--- src/rtl/io_input_ctrl_if.sv ---
// Memory-mapped load/store port of io_input_ctrl; the core drives the master side.
interface io_input_ctrl_if;
  logic [2:0]  addr;
  logic        rd;
  logic        wr;
  logic [31:0] wdata;
  logic [31:0] rdata;
  logic        rvld;

  modport master (output addr, rd, wr, wdata, input rdata, rvld);
  modport slave  (input addr, rd, wr, wdata, output rdata, rvld);
endinterface

--- src/rtl/io_input_ctrl.sv ---
// Switch/button input controller: synchronise, debounce, sticky press/release events,
// maskable interrupt and a small register file with a one-cycle read.
module io_input_ctrl #(
  parameter int N_SW            = 32,
  parameter int N_BTN           = 4,
  parameter int SYNC_STAGES     = 2,
  parameter int DEBOUNCE_CYCLES = 50000,
  parameter bit SW_DEBOUNCE     = 1'b1,
  parameter bit BTN_ACTIVE_LOW  = 1'b1
) (
  input  logic             i_clk,
  input  logic             i_rst,
  input  logic [N_SW-1:0]  i_io_sw,
  input  logic [N_BTN-1:0] i_io_btn,
  io_input_ctrl_if.slave   bus,
  output logic             o_irq
);
  localparam int            CW       = $clog2(DEBOUNCE_CYCLES + 1);
  localparam logic [CW-1:0] CNT_LAST = CW'(DEBOUNCE_CYCLES - 1);
  localparam logic [2:0]    A_SW     = 3'd0;
  localparam logic [2:0]    A_BTN    = 3'd1;
  localparam logic [2:0]    A_PRESS  = 3'd2;
  localparam logic [2:0]    A_REL    = 3'd3;
  localparam logic [2:0]    A_IRQEN  = 3'd4;

  logic [SYNC_STAGES-1:0][N_SW-1:0]  sw_sync_q, sw_sync_d;
  logic [SYNC_STAGES-1:0][N_BTN-1:0] btn_sync_q, btn_sync_d;
  logic [N_BTN-1:0]                  btn_pin;
  logic [N_SW-1:0]                   sw_s, sw_st_q, sw_st_d;
  logic [N_BTN-1:0]                  btn_s, btn_st_q, btn_st_d;
  logic [N_BTN-1:0][CW-1:0]          btn_cnt_q, btn_cnt_d;
  logic [N_BTN-1:0]                  press_q, press_d, release_q, release_d;
  logic [N_BTN-1:0]                  irq_en_q, irq_en_d, press_clr, release_clr;
  logic [31:0]                       rdata_q, rdata_d, rd_word;
  logic                              rvld_q, rvld_d;
  logic                              wdata_unused;

  assign btn_pin      = BTN_ACTIVE_LOW ? ~i_io_btn : i_io_btn;
  assign sw_s         = sw_sync_q[SYNC_STAGES-1];
  assign btn_s        = btn_sync_q[SYNC_STAGES-1];
  assign wdata_unused = ^bus.wdata;

  always_comb begin
    sw_sync_d  = {sw_sync_q[SYNC_STAGES-2:0], i_io_sw};
    btn_sync_d = {btn_sync_q[SYNC_STAGES-2:0], btn_pin};
  end

  // A change is accepted only after DEBOUNCE_CYCLES consecutive differing samples.
  always_comb begin
    btn_st_d  = btn_st_q;
    btn_cnt_d = '0;
    for (int i = 0; i < N_BTN; i++) begin
      if (btn_s[i] != btn_st_q[i]) begin
        if (btn_cnt_q[i] == CNT_LAST) begin
          btn_st_d[i] = btn_s[i];
        end else begin
          btn_cnt_d[i] = btn_cnt_q[i] + CW'(1);
        end
      end else begin
        btn_cnt_d[i] = '0;
      end
    end
  end

  generate
    if (SW_DEBOUNCE) begin : g_sw_db
      logic [N_SW-1:0][CW-1:0] sw_cnt_q, sw_cnt_d;

      always_comb begin
        sw_st_d  = sw_st_q;
        sw_cnt_d = '0;
        for (int i = 0; i < N_SW; i++) begin
          if (sw_s[i] != sw_st_q[i]) begin
            if (sw_cnt_q[i] == CNT_LAST) begin
              sw_st_d[i] = sw_s[i];
            end else begin
              sw_cnt_d[i] = sw_cnt_q[i] + CW'(1);
            end
          end else begin
            sw_cnt_d[i] = '0;
          end
        end
      end

      always_ff @(posedge i_clk) begin
        if (i_rst) begin
          sw_cnt_q <= '0;
        end else begin
          sw_cnt_q <= sw_cnt_d;
        end
      end
    end else begin : g_sw_raw
      always_comb sw_st_d = sw_s;
    end
  endgenerate

  // Event set wins over a same-cycle write-1-to-clear; reads see pre-write values.
  always_comb begin
    press_clr   = (bus.wr && (bus.addr == A_PRESS)) ? bus.wdata[N_BTN-1:0] : '0;
    release_clr = (bus.wr && (bus.addr == A_REL))   ? bus.wdata[N_BTN-1:0] : '0;
    press_d     = (press_q & ~press_clr) | (btn_st_d & ~btn_st_q);
    release_d   = (release_q & ~release_clr) | (~btn_st_d & btn_st_q);
    irq_en_d    = (bus.wr && (bus.addr == A_IRQEN)) ? bus.wdata[N_BTN-1:0] : irq_en_q;
    case (bus.addr)
      A_SW:    rd_word = 32'(sw_st_q);
      A_BTN:   rd_word = 32'(btn_st_q);
      A_PRESS: rd_word = 32'(press_q);
      A_REL:   rd_word = 32'(release_q);
      A_IRQEN: rd_word = 32'(irq_en_q);
      default: rd_word = 32'd0;
    endcase
    rvld_d  = bus.rd;
    rdata_d = bus.rd ? rd_word : rdata_q;
  end

  always_ff @(posedge i_clk) begin
    if (i_rst) begin
      sw_sync_q  <= '0;
      btn_sync_q <= '0;
      sw_st_q    <= '0;
      btn_st_q   <= '0;
      btn_cnt_q  <= '0;
      press_q    <= '0;
      release_q  <= '0;
      irq_en_q   <= '0;
      rdata_q    <= 32'd0;
      rvld_q     <= 1'b0;
    end else begin
      sw_sync_q  <= sw_sync_d;
      btn_sync_q <= btn_sync_d;
      sw_st_q    <= sw_st_d;
      btn_st_q   <= btn_st_d;
      btn_cnt_q  <= btn_cnt_d;
      press_q    <= press_d;
      release_q  <= release_d;
      irq_en_q   <= irq_en_d;
      rdata_q    <= rdata_d;
      rvld_q     <= rvld_d;
    end
  end

  assign bus.rdata = rdata_q;
  assign bus.rvld  = rvld_q;
  assign o_irq     = |(press_q & irq_en_q);
endmodule
--- src/flat_wrapper.sv ---
// flat-port wrapper written by rule: the top's interface ports become plain ports
module io_input_ctrl_flat 
#(
  parameter int N_SW            = 32,
  parameter int N_BTN           = 4,
  parameter int SYNC_STAGES     = 2,
  parameter int DEBOUNCE_CYCLES = 50000,
  parameter bit SW_DEBOUNCE     = 1'b1,
  parameter bit BTN_ACTIVE_LOW  = 1'b1
)
  (i_clk, i_rst, i_io_sw, i_io_btn, o_irq, bus_addr, bus_rd, bus_wr, bus_wdata, bus_rdata, bus_rvld);
  io_input_ctrl_if bus_i ();
  input  logic i_clk;
  input  logic i_rst;
  input  logic [N_SW-1:0] i_io_sw;
  input  logic [N_BTN-1:0] i_io_btn;
  output logic o_irq;
  input wire logic [$bits(bus_i.addr)-1:0] bus_addr;
  input wire logic [$bits(bus_i.rd)-1:0] bus_rd;
  input wire logic [$bits(bus_i.wr)-1:0] bus_wr;
  input wire logic [$bits(bus_i.wdata)-1:0] bus_wdata;
  output wire logic [$bits(bus_i.rdata)-1:0] bus_rdata;
  output wire logic [$bits(bus_i.rvld)-1:0] bus_rvld;
  assign bus_i.addr = bus_addr;
  assign bus_i.rd = bus_rd;
  assign bus_i.wr = bus_wr;
  assign bus_i.wdata = bus_wdata;
  assign bus_rdata = bus_i.rdata;
  assign bus_rvld = bus_i.rvld;
  io_input_ctrl #(.N_SW(N_SW), .N_BTN(N_BTN), .SYNC_STAGES(SYNC_STAGES), .DEBOUNCE_CYCLES(DEBOUNCE_CYCLES), .SW_DEBOUNCE(SW_DEBOUNCE), .BTN_ACTIVE_LOW(BTN_ACTIVE_LOW)) u_core (.i_clk(i_clk), .i_rst(i_rst), .i_io_sw(i_io_sw), .i_io_btn(i_io_btn), .bus(bus_i), .o_irq(o_irq));
endmodule
--- config.mk ---
export PLATFORM = sky130hd
export DESIGN_NAME = io_input_ctrl_flat
export DESIGN_NICKNAME = d
export VERILOG_FILES = /design/src/rtl/io_input_ctrl_if.sv /design/src/rtl/io_input_ctrl.sv /design/src/flat_wrapper.sv
export SDC_FILE = /design/constraint.sdc
export NUM_CORES = 1
export LEC_CHECK = 0
export BUFFER_PORTS_ARGS = -buffer_cell sky130_fd_sc_hd__buf_2
export CORE_MARGIN = 2
export CORE_UTILIZATION = 52
export DETAILED_ROUTE_END_ITERATION = 10
export HOLD_SLACK_MARGIN = 0.1
export PLACE_DENSITY_LB_ADDON = 0.05
export SLEW_MARGIN = 5
export SYNTH_ARGS = -nofsm -noshare
export SYNTH_HDL_FRONTEND = slang
export SYNTH_SLANG_ARGS = --single-unit
--- constraint.sdc ---
create_clock -name i_clk -period 1.9 [get_ports i_clk]
set_clock_uncertainty 0.2 [all_clocks]
set_input_delay 0.285 -clock i_clk [delete_from_list [all_inputs] [get_ports i_clk]]
set_output_delay 0.285 -clock i_clk [all_outputs]
set_load 0.05 [all_outputs]
# Word-level counts from Yosys, hierarchy flattened
# Index checks and enable logic that the tools add are counted.
[totals] wordCells=322 register_bits=729
[classes] eq_ne=76 muxes=11 n_reduce_logical=73 add_sub_neg=36 bitwise_logic=48
[op_table] op="16-bit by 1-bit adder with 16-bit output, second input constant" count=36
[op_table] op="16-bit == test, second input constant" count=36
[op_table] op="32-bit one-hot mux with 5 select lines" count=1
[op_table] op="3-bit OR reduction" count=36
[op_table] op="2-bit AND reduction" count=32
[op_table] op="1-bit != test" count=36
[op_table] op="1-bit NOT" count=36
[op_table] op="4-bit bitwise AND" count=5
[op_table] op="4-bit NOT" count=5
[op_table] op="1-bit 2-to-1 mux" count=8
[op_table] op="4-bit 2-to-1 mux" count=2
[op_table] op="4-bit OR" count=2
[op_table] op="3-bit by 2-bit == test with 1-bit output, second input constant" count=2
[op_table] op="4-bit OR reduction" count=1
[op_table] op="3-bit by 1-bit == test with 1-bit output, second input constant" count=1
[op_table] op="3-bit == test, second input constant" count=1
[op_table] op="1-bit logical AND" count=3
[op_table] op="3-bit zero test" count=1

# Depth between registers and ports, before layout
# Gate-level depths: netlist (run 1).
[logic_depth] word_depth=6 depth_mapped=7 ltp_nobuf=5

# Worst setup path after synthesis (run 1)
# OpenSTA, ideal clock, no wires.
[synth_path] path_kind="flip-flop to flip-flop" from="register u_core.g_sw_db.sw_cnt_q[327] (netlist bit)" to="register u_core.g_sw_db.sw_cnt_q[335] (netlist bit)" setup_ns=0.115 slack_ns=-0.175 n_path_buf=1 synth_period_minus_slack_ns=2.075 required_time_ns=1.585 path_stages_with_launch=6 arrival_ns=1.760 cell_sequence="dfxtp_1 or4b_1 or4_4 o21ai_4 buf_6 nor2_1"
[synth_via] elab_chain_len=2
[synth_rtl] item="start, declared" line_no="io_input_ctrl.sv:67" source="logic [N_SW-1:0][CW-1:0] sw_cnt_q, sw_cnt_d;"
[synth_rtl] item="start signal, assigned" line_no="io_input_ctrl.sv:89" source="sw_cnt_q <= sw_cnt_d;"
[synth_rtl] item="parallel branches: the longest is 2 deep, another holds 16-bit by 1-bit adder with 16-bit output"
# Several ways; the timed one is not identified.
# A chain may end at the register's enable or synchronous reset.

# Final worst setup path (run 1)
[layout_path] from="register u_core.g_sw_db.sw_cnt_q[493] (netlist bit)" to="register u_core.g_sw_db.sw_cnt_q[493] (netlist bit)"
# The elaborated chain is that of the path after synthesis.

==> results.yml, run 1 <==
run_status:
  violations: "negative setup slack"
  status: "finished, violations left"
logic_synthesis:
  async_flop_share_pct: 0
  yosys_warnings: 0
  yosysTopAreaCellShare_pct: 47.5
  yosysSeqAreaShare_pct: 47.5
  ys_ff_latch: 729
  synth_flop_cell: "dfxtp_1"
  synth_most_common_cell: "dfxtp_1"
  ys_types: 48
  synth_top_area_cell: "dfxtp_1"
  syn_area_per_cell_um2: 8.93
  netlist_area_um2: 30700
  synthesis.nets: 3551
  netlist_top_cells_count: "dfxtp_1 (729), nor2_1 (699), xnor2_1 (440), nand3_1 (178), nand4_1 (152)"
  synth_cells: 3440
  synth_edf_count: 0
  synthTopCellsByArea: "dfxtp_1 (48%), xnor2_1 (13%), nor2_1 (8.5%)"
sta:
  clock.fmax_mhz: 483
  setup_ws_ns: -0.171
  period_share_pct: 109
  rsz0062_at_grt: "yes"
  relSlewSlack_pct: 45.1
  finalSetupViolations: 164
  finalCriticalPeriod_ns: 2.07
  hold_viol_final: 0
  drv_slew: 0
  tightest_slew_ns: 0.820
power:
  p_leak_uw: 0.0124
  power.total_uw: 31800
  p_per_area_nw_per_um2: 820
  ir_worst_vdd_v: 0.000908
setup_path:
  crit_arrival_ns: 2.37
  worst_ep_required_time_ns: 2.20
  critPathCaptureType: "flip-flop"
  crit_fanout: 15
  worstSetupStartpointType: "flip-flop"
  critical_path_class: "flip-flop to flip-flop"
drt:
  ant_nets: 0
  firstDrtPassIters: 5
  num_vias: 24700
  drc: 0
  routed_wl_um: 65500
  wl_per_cell_um: 13.9
  drt_iter0_drc: 1125
  via_per_inst: 5.25
cts:
  cts_buffers: 78
  root_buffer: "clkbuf_16"
  cts_htree_levels: 3
  clkLatencyLatePin_ns: 0.61
  clk_pin_slew_ns: 0.06
  cts_tree: "built"
  clk_path_buf_depth: 3
  clock-sinks: 729
cells_and_area:
  seqCellArea_um2: 14700
  fin_cells: 4702
  fillers: 4768
  drive_above_1_share_pct: 20.3
  final_nets: 3983
  antennaDiodeCount: 0
  multi_input_area_um2: 16500
  area_delta_synth_final_pct: 26.1
floorplan:
  io_pins: 109
  chipHeight_um: 247
  dieArea_um2: 61000
  initial_utilization_pct: 52.3
  core_um2: 58700
  std_cell_rows: 89
  die_w_um: 247
global_route:
  overflow: 0
  grt_usage_pct: 21.1
  grt_max_degree: 45
  grt_pass1_vias: 23900
  grt_first_pass_wirelength_um: 110000
  antenna_found_initial: 3
min_path:
  hold_class: "input pin to flip-flop"
flow_run:
  max-cap-violations: 0
place:
  io_buffers: 80
  place_inst: 4475
  dp_hpwl_um: 43400
  gp_congestion: 0.845
==> worst max-delay path: stages (launching register included) <==
cell and delay, ns:
dfxtp_2 0.32, or4b_4 0.52, or4_4 0.55, o21ai_4 0.16, buf_12 0.15, nor2_1 0.05
==> layer usage <==
layer | part of all wire, % | global-route usage [%] | up-vias
li1 | - | - | 12700
met1 | 46 | 26.9 | 11600
met3 | 3.5 | 3.82 | 106
met2 | 48 | 36.3 | 315
met4 | 2.1 | 5.78 | 6
met5 | 0.061 | 0 | -
==> report_power, final <==
group          leakage, uW  switching, uW  internal [uW]
Clock              0.00130           6060           9550
Combinational      0.00521            379            336
Sequential         0.00592           58.0          15400
==> cells by family (layout without fill, tap and decap cells) <==
family | count (synthesis) | in the layout | synth area share, %
fa+ha+maj | 36 | 36 | 1.47
mux | 40 | 40 | 1.30
xor+xnor | 523 | 523 | 14.9
compound gates | 98 | 98 | 1.88
buf+inv | 201 | 682 | 2.71
simple gates | 1813 | 1821 | 30.2
flops | 729 | 729 | 47.5
==> repair_timing <==
item / in CTS / in global routing
setup endpoints to repair: 203 / 327
gates resized for setup: 59 / 236
hold buffers: 62 / 1
pin swaps: 46 / 80
hold endpoints to repair: 130 / 2
gates cloned: 8 / 4
setup buffers: 4 / 12
==> sequential cells by signal, summed over array words and instances, names as in the netlist <==
name                     count
u_core.sw_st_q              32
u_core.btn_sync_d            4
u_core.btn_cnt_q            64
u_core.bus.rdata            32
u_core.btn_st_q              4
u_core.release_q             4
u_core.press_q               4
u_core.irq_en_q              4
u_core.g_sw_db.sw_cnt_q    512
u_core.bus.rvld              1
u_core.sw_sync_d            32
u_core.sw_s                 32
u_core.btn_s                 4
==> cell usage in the layout, fill, tap and decap left out, types with 99 or more instances in the layout <==
| master | n |
|---|---|
| xnor2_1 | 440 |
| nand4_1 | 152 |
| nand3_1 | 172 |
| nor4_1 | 139 |
| buf_4 | 260 |
| nand2_1 | 146 |
| nor3_1 | 141 |
| inv_1 | 119 |
| nor2_1 | 572 |
| nor2b_1 | 99 |
| dfxtp_1 | 670 |
==> final cells by class <==
class / instances / area share (%)
clock buffers: 108 / 5.86
clock inverters: 29 / 1.00
inverters: 119 / 1.15
multi-input cells: 2518 / 42.7
flip-flops and latches: 729 / 37.9
well taps: 773 / 2.50
repair buffers: 426 / 8.94
==> final timing paths <==
path | from | endpoint | slack (ns) | cells past startpoint
setup / recovery | u_core.g_sw_db.sw_cnt_q[493] | u_core.g_sw_db.sw_cnt_q[493] | -0.17 | 5
hold / removal | bus_addr[1] | u_core.bus.rdata[0] | 0.09 | 5
setup reg to reg | u_core.g_sw_db.sw_cnt_q[493] | u_core.g_sw_db.sw_cnt_q[493] | -0.17 | 5
hold reg to reg | u_core.sw_sync_d[62] | u_core.sw_s[30] | 0.23 | 1
==> stage by stage <==
stage	TNS (ns)	hold WS, ns	worst slack (ns)	area [um2]	utilization [%]
2_1_floorplan	-3.45	0.152	-0.152	31000	-
3_3_place_gp	-4.09	0.222	-0.193	34100	58.1
3_5_place_dp	-7.58	0.223	-0.173	34100	58.1
4_1_cts	-7.29	0.105	-0.181	37700	64.3
5_1_grt	-17.64	0.109	-0.231	38700	66.0
6_report	-9.20	0.0906	-0.171	38700	66.0
(Power assumes the default switching activity.)
==> inputs of run 2 (changes only) <==
Settings changed: ABC_AREA set to 1.
==> run 2 against run 1 <==
  * The run now ends clean
  * Register-to-register slack improved by 0.32 ns
  * Clock power increased by 4%
  * Total power increased by 2.5%
  * Flip-flop and latch count unchanged
  * Setup slack improved by 0.17 ns
  * Synthesized cell count increased by 39%
  * Critical path depth decreased by 2
  * Sequential share of layout area decreased by 0.96 points
  * Wire length increased by 10%
  * Non-clock buffer count decreased by 212
  * Critical path type is now flip-flop to output port
  * Critical endpoint is now o_irq
  * Highest routed layer unchanged
==> results.yml, run 2 <==
place:
  place_inst: 5704
  gp_congestion: 0.878
  place_ws_ns: 0.0971
  dp_hpwl_um: 49600
  io_buffers: 80
floorplan:
  initial_utilization_pct: 52.3
  std_cell_rows: 94
  dieArea_um2: 68000
  die_w_um: 261
  core_um2: 65500
  io_pins: 109
  chipHeight_um: 261
drt:
  wl_met3_um: 2750
  ant_nets: 0
  drc: 0
  top_layer: "met5"
  wl_met2_um: 32400
  num_vias: 29900
  firstDrtPassIters: 7
  via_per_inst: 5.03
  wl_met1_um: 35700
  drt_iter0_drc: 1549
  routed_wl_um: 72300
  wl_per_cell_um: 12.2
cells_and_area:
  mostFrequentLayoutCells: "nand2_1 (859), dfxtp_1 (722), nor2_1 (711), inv_1 (661), nand3_1 (335)"
  largest_reg_flops: 512
  seqCellArea_um2: 14600
  fillers: 6091
  multi_input_area_um2: 16700
  fin_cells: 5945
  top_register: "u_core.g_sw_db.sw_cnt_q"
  drive_above_1_share_pct: 10.9
  final_nets: 5130
  area_delta_synth_final_pct: 15.4
  layout_commonest_cell: "nand2_1"
  reg_top3: "u_core.g_sw_db.sw_cnt_q x512, u_core.btn_cnt_q x64"
logic_synthesis:
  yosysSeqAreaShare_pct: 42.6
  synthesis.nets: 4900
  synth_fa_ha_area_share_pct: 1.31
  synth_edf_count: 0
  syn_area_per_cell_um2: 7.16
  synth_top_family_by_area: "simple AND/OR/NAND/NOR gates"
  async_flop_share_pct: 0
  synth_flop_cell: "dfxtp_1"
  netlist_area_um2: 34300
  synthMuxAreaShare_pct: 0
  synth_top_area_cell: "dfxtp_1"
  synthTopCellsByArea: "dfxtp_1 (43%), nand2_1 (9.4%), nor2_1 (7.8%)"
  yosys_warnings: 0
  synth-xor-area-share_pct: 3.47
  synth-compound-area-share_pct: 9.24
  yosys.area_share.simple_pct: 34.2
  ys_ff_latch: 729
  synth_cells: 4789
  synth_most_common_cell: "nand2_1"
  netlist_top_cells_count: "nand2_1 (859), dfxtp_1 (729), nor2_1 (712), inv_1 (661), nand3_1 (338)"
  ys_types: 42
  yosysTopAreaCellShare_pct: 42.6
sta:
  drv_slew: 0
  tightest_slew_ns: 0.497
  setup_ws_ns: 0.00417
  finalSetupViolations: 0
  clock.fmax_mhz: 527
  relSlewSlack_pct: 66.6
  hold_viol_final: 0
  rsz0062_at_grt: "yes"
  period_share_pct: 99.8
  finalCriticalPeriod_ns: 1.90
  setup_tns_ns: 0
setup_path:
  worst_ep_required_time_ns: 1.41
  critPathCaptureType: "output port"
  critical_path_class: "flip-flop to output port"
  crit_fanout: 3
  rrSetupSlack_ns: 0.15
  worstSetupStartpointType: "flip-flop"
  crit_arrival_ns: 1.41
cts:
  clk_pin_slew_ns: 0.06
  clock-sinks: 729
  clk_path_buf_depth: 3
  cts_buffers: 81
  cts_tree: "built"
  root_buffer: "clkbuf_16"
  cts_htree_levels: 3
  clkLatencyLatePin_ns: 0.61
global_route:
  antenna_found_initial: 4
  grt_max_degree: 55
  grt_pass1_vias: 27400
  grt_usage_pct: 20.9
  overflow: 0
  grt_first_pass_wirelength_um: 122000
run_status:
  status: "completed"
power:
  p_leak_uw: 0.0126
  ir_worst_vdd_v: 0.000803
  p_per_area_nw_per_um2: 823
min_path:
  hold_class: "input pin to flip-flop"
flow_run:
  max-cap-violations: 0
==> run 2: cell types whose count changed after synthesis, moves of 69 or more <==
cell / change
nand2_1: +709
inv_1: +542
xnor2_1: -388
a21oi_1: +267
nand3_1: +160
nor4_1: -146
nor2b_1: -99
nor3_1: +95
o21ai_0: +89
a21oi_2: +74
nand4_1: +69
==> run 2: timing repair <==
action	CTS	global route
pin swaps	1	3
setup buffers	5	4
endpoints found under the setup margin	1	242
gates resized for setup	9	34
hold endpoints to repair	123	0
hold buffers	84	0
cloned	0	4
==> run 2: cell families (layout without fill, tap and decap cells) <==
family,after synthesis,count (layout)
buf+inv,755,1044
xor+xnor,136,136
flops,729,729
simple gates,2572,2574
other cells,0,1
compound gates,561,561
fa+ha+maj,36,36
==> run 2: metrics by stage <==
stage | hold WS, ns | util [%] | power (uW) | instance area [um2]
finish | 0.123 | 60.4 | 32600 | 39600
global route | 0.152 | 60.4 | 33600 | 39600
CTS | 0.101 | 60.0 | 33000 | 39300
detailed placement | 0.194 | 54.4 | 16500 | 35600
global placement | 0.190 | 54.4 | 16500 | 35600
floorplan | 0.152 | - | 16300 | 34300
==> run 2: worst max-delay path, cell delays in order (launching register included) <==
cell     delay [ns]
dfxtp_2        0.34
nand2_1        0.09
nand4_1        0.16
buf_6          0.21
==> run 2: final timing paths <==
check	start	cells after the start	endpoint
setup / recovery	u_core.press_q[1]	3	o_irq
setup reg to reg	u_core.g_sw_db.sw_cnt_q[336]	8	u_core.g_sw_db.sw_cnt_q[348]
hold reg to reg	u_core.sw_sync_d[32]	2	u_core.sw_s[0]
hold / removal	bus_addr[2]	6	u_core.bus.rdata[3]
==> run 2: routing by layer <==
metal / vias up / global-route usage [%]
met1: 13400 / 27.7
met3: 107 / 3.54
met2: 429 / 35.3
met4: 6 / 5.10
li1: 16000 / -
met5: - / 0
==> run 2: power breakdown <==
part	total, uW	leakage (uW)	switching [uW]	internal, uW
clock	16200	0.00137	6210	10000
combinational	852	0.00536	535	316
sequential	15500	0.00590	79.1	15400
total	32600	0.0126	6830	25700
==> run 2: layout make-up <==
type                    instances  area share, %
repair buffers                214           4.52
multi-input cells            3307           42.3
inverters                     686           6.52
diodes                          1        0.00632
well taps                     864           2.73
clock inverters                20          0.724
clock buffers                 124           6.33
flip-flops and latches        729           36.9
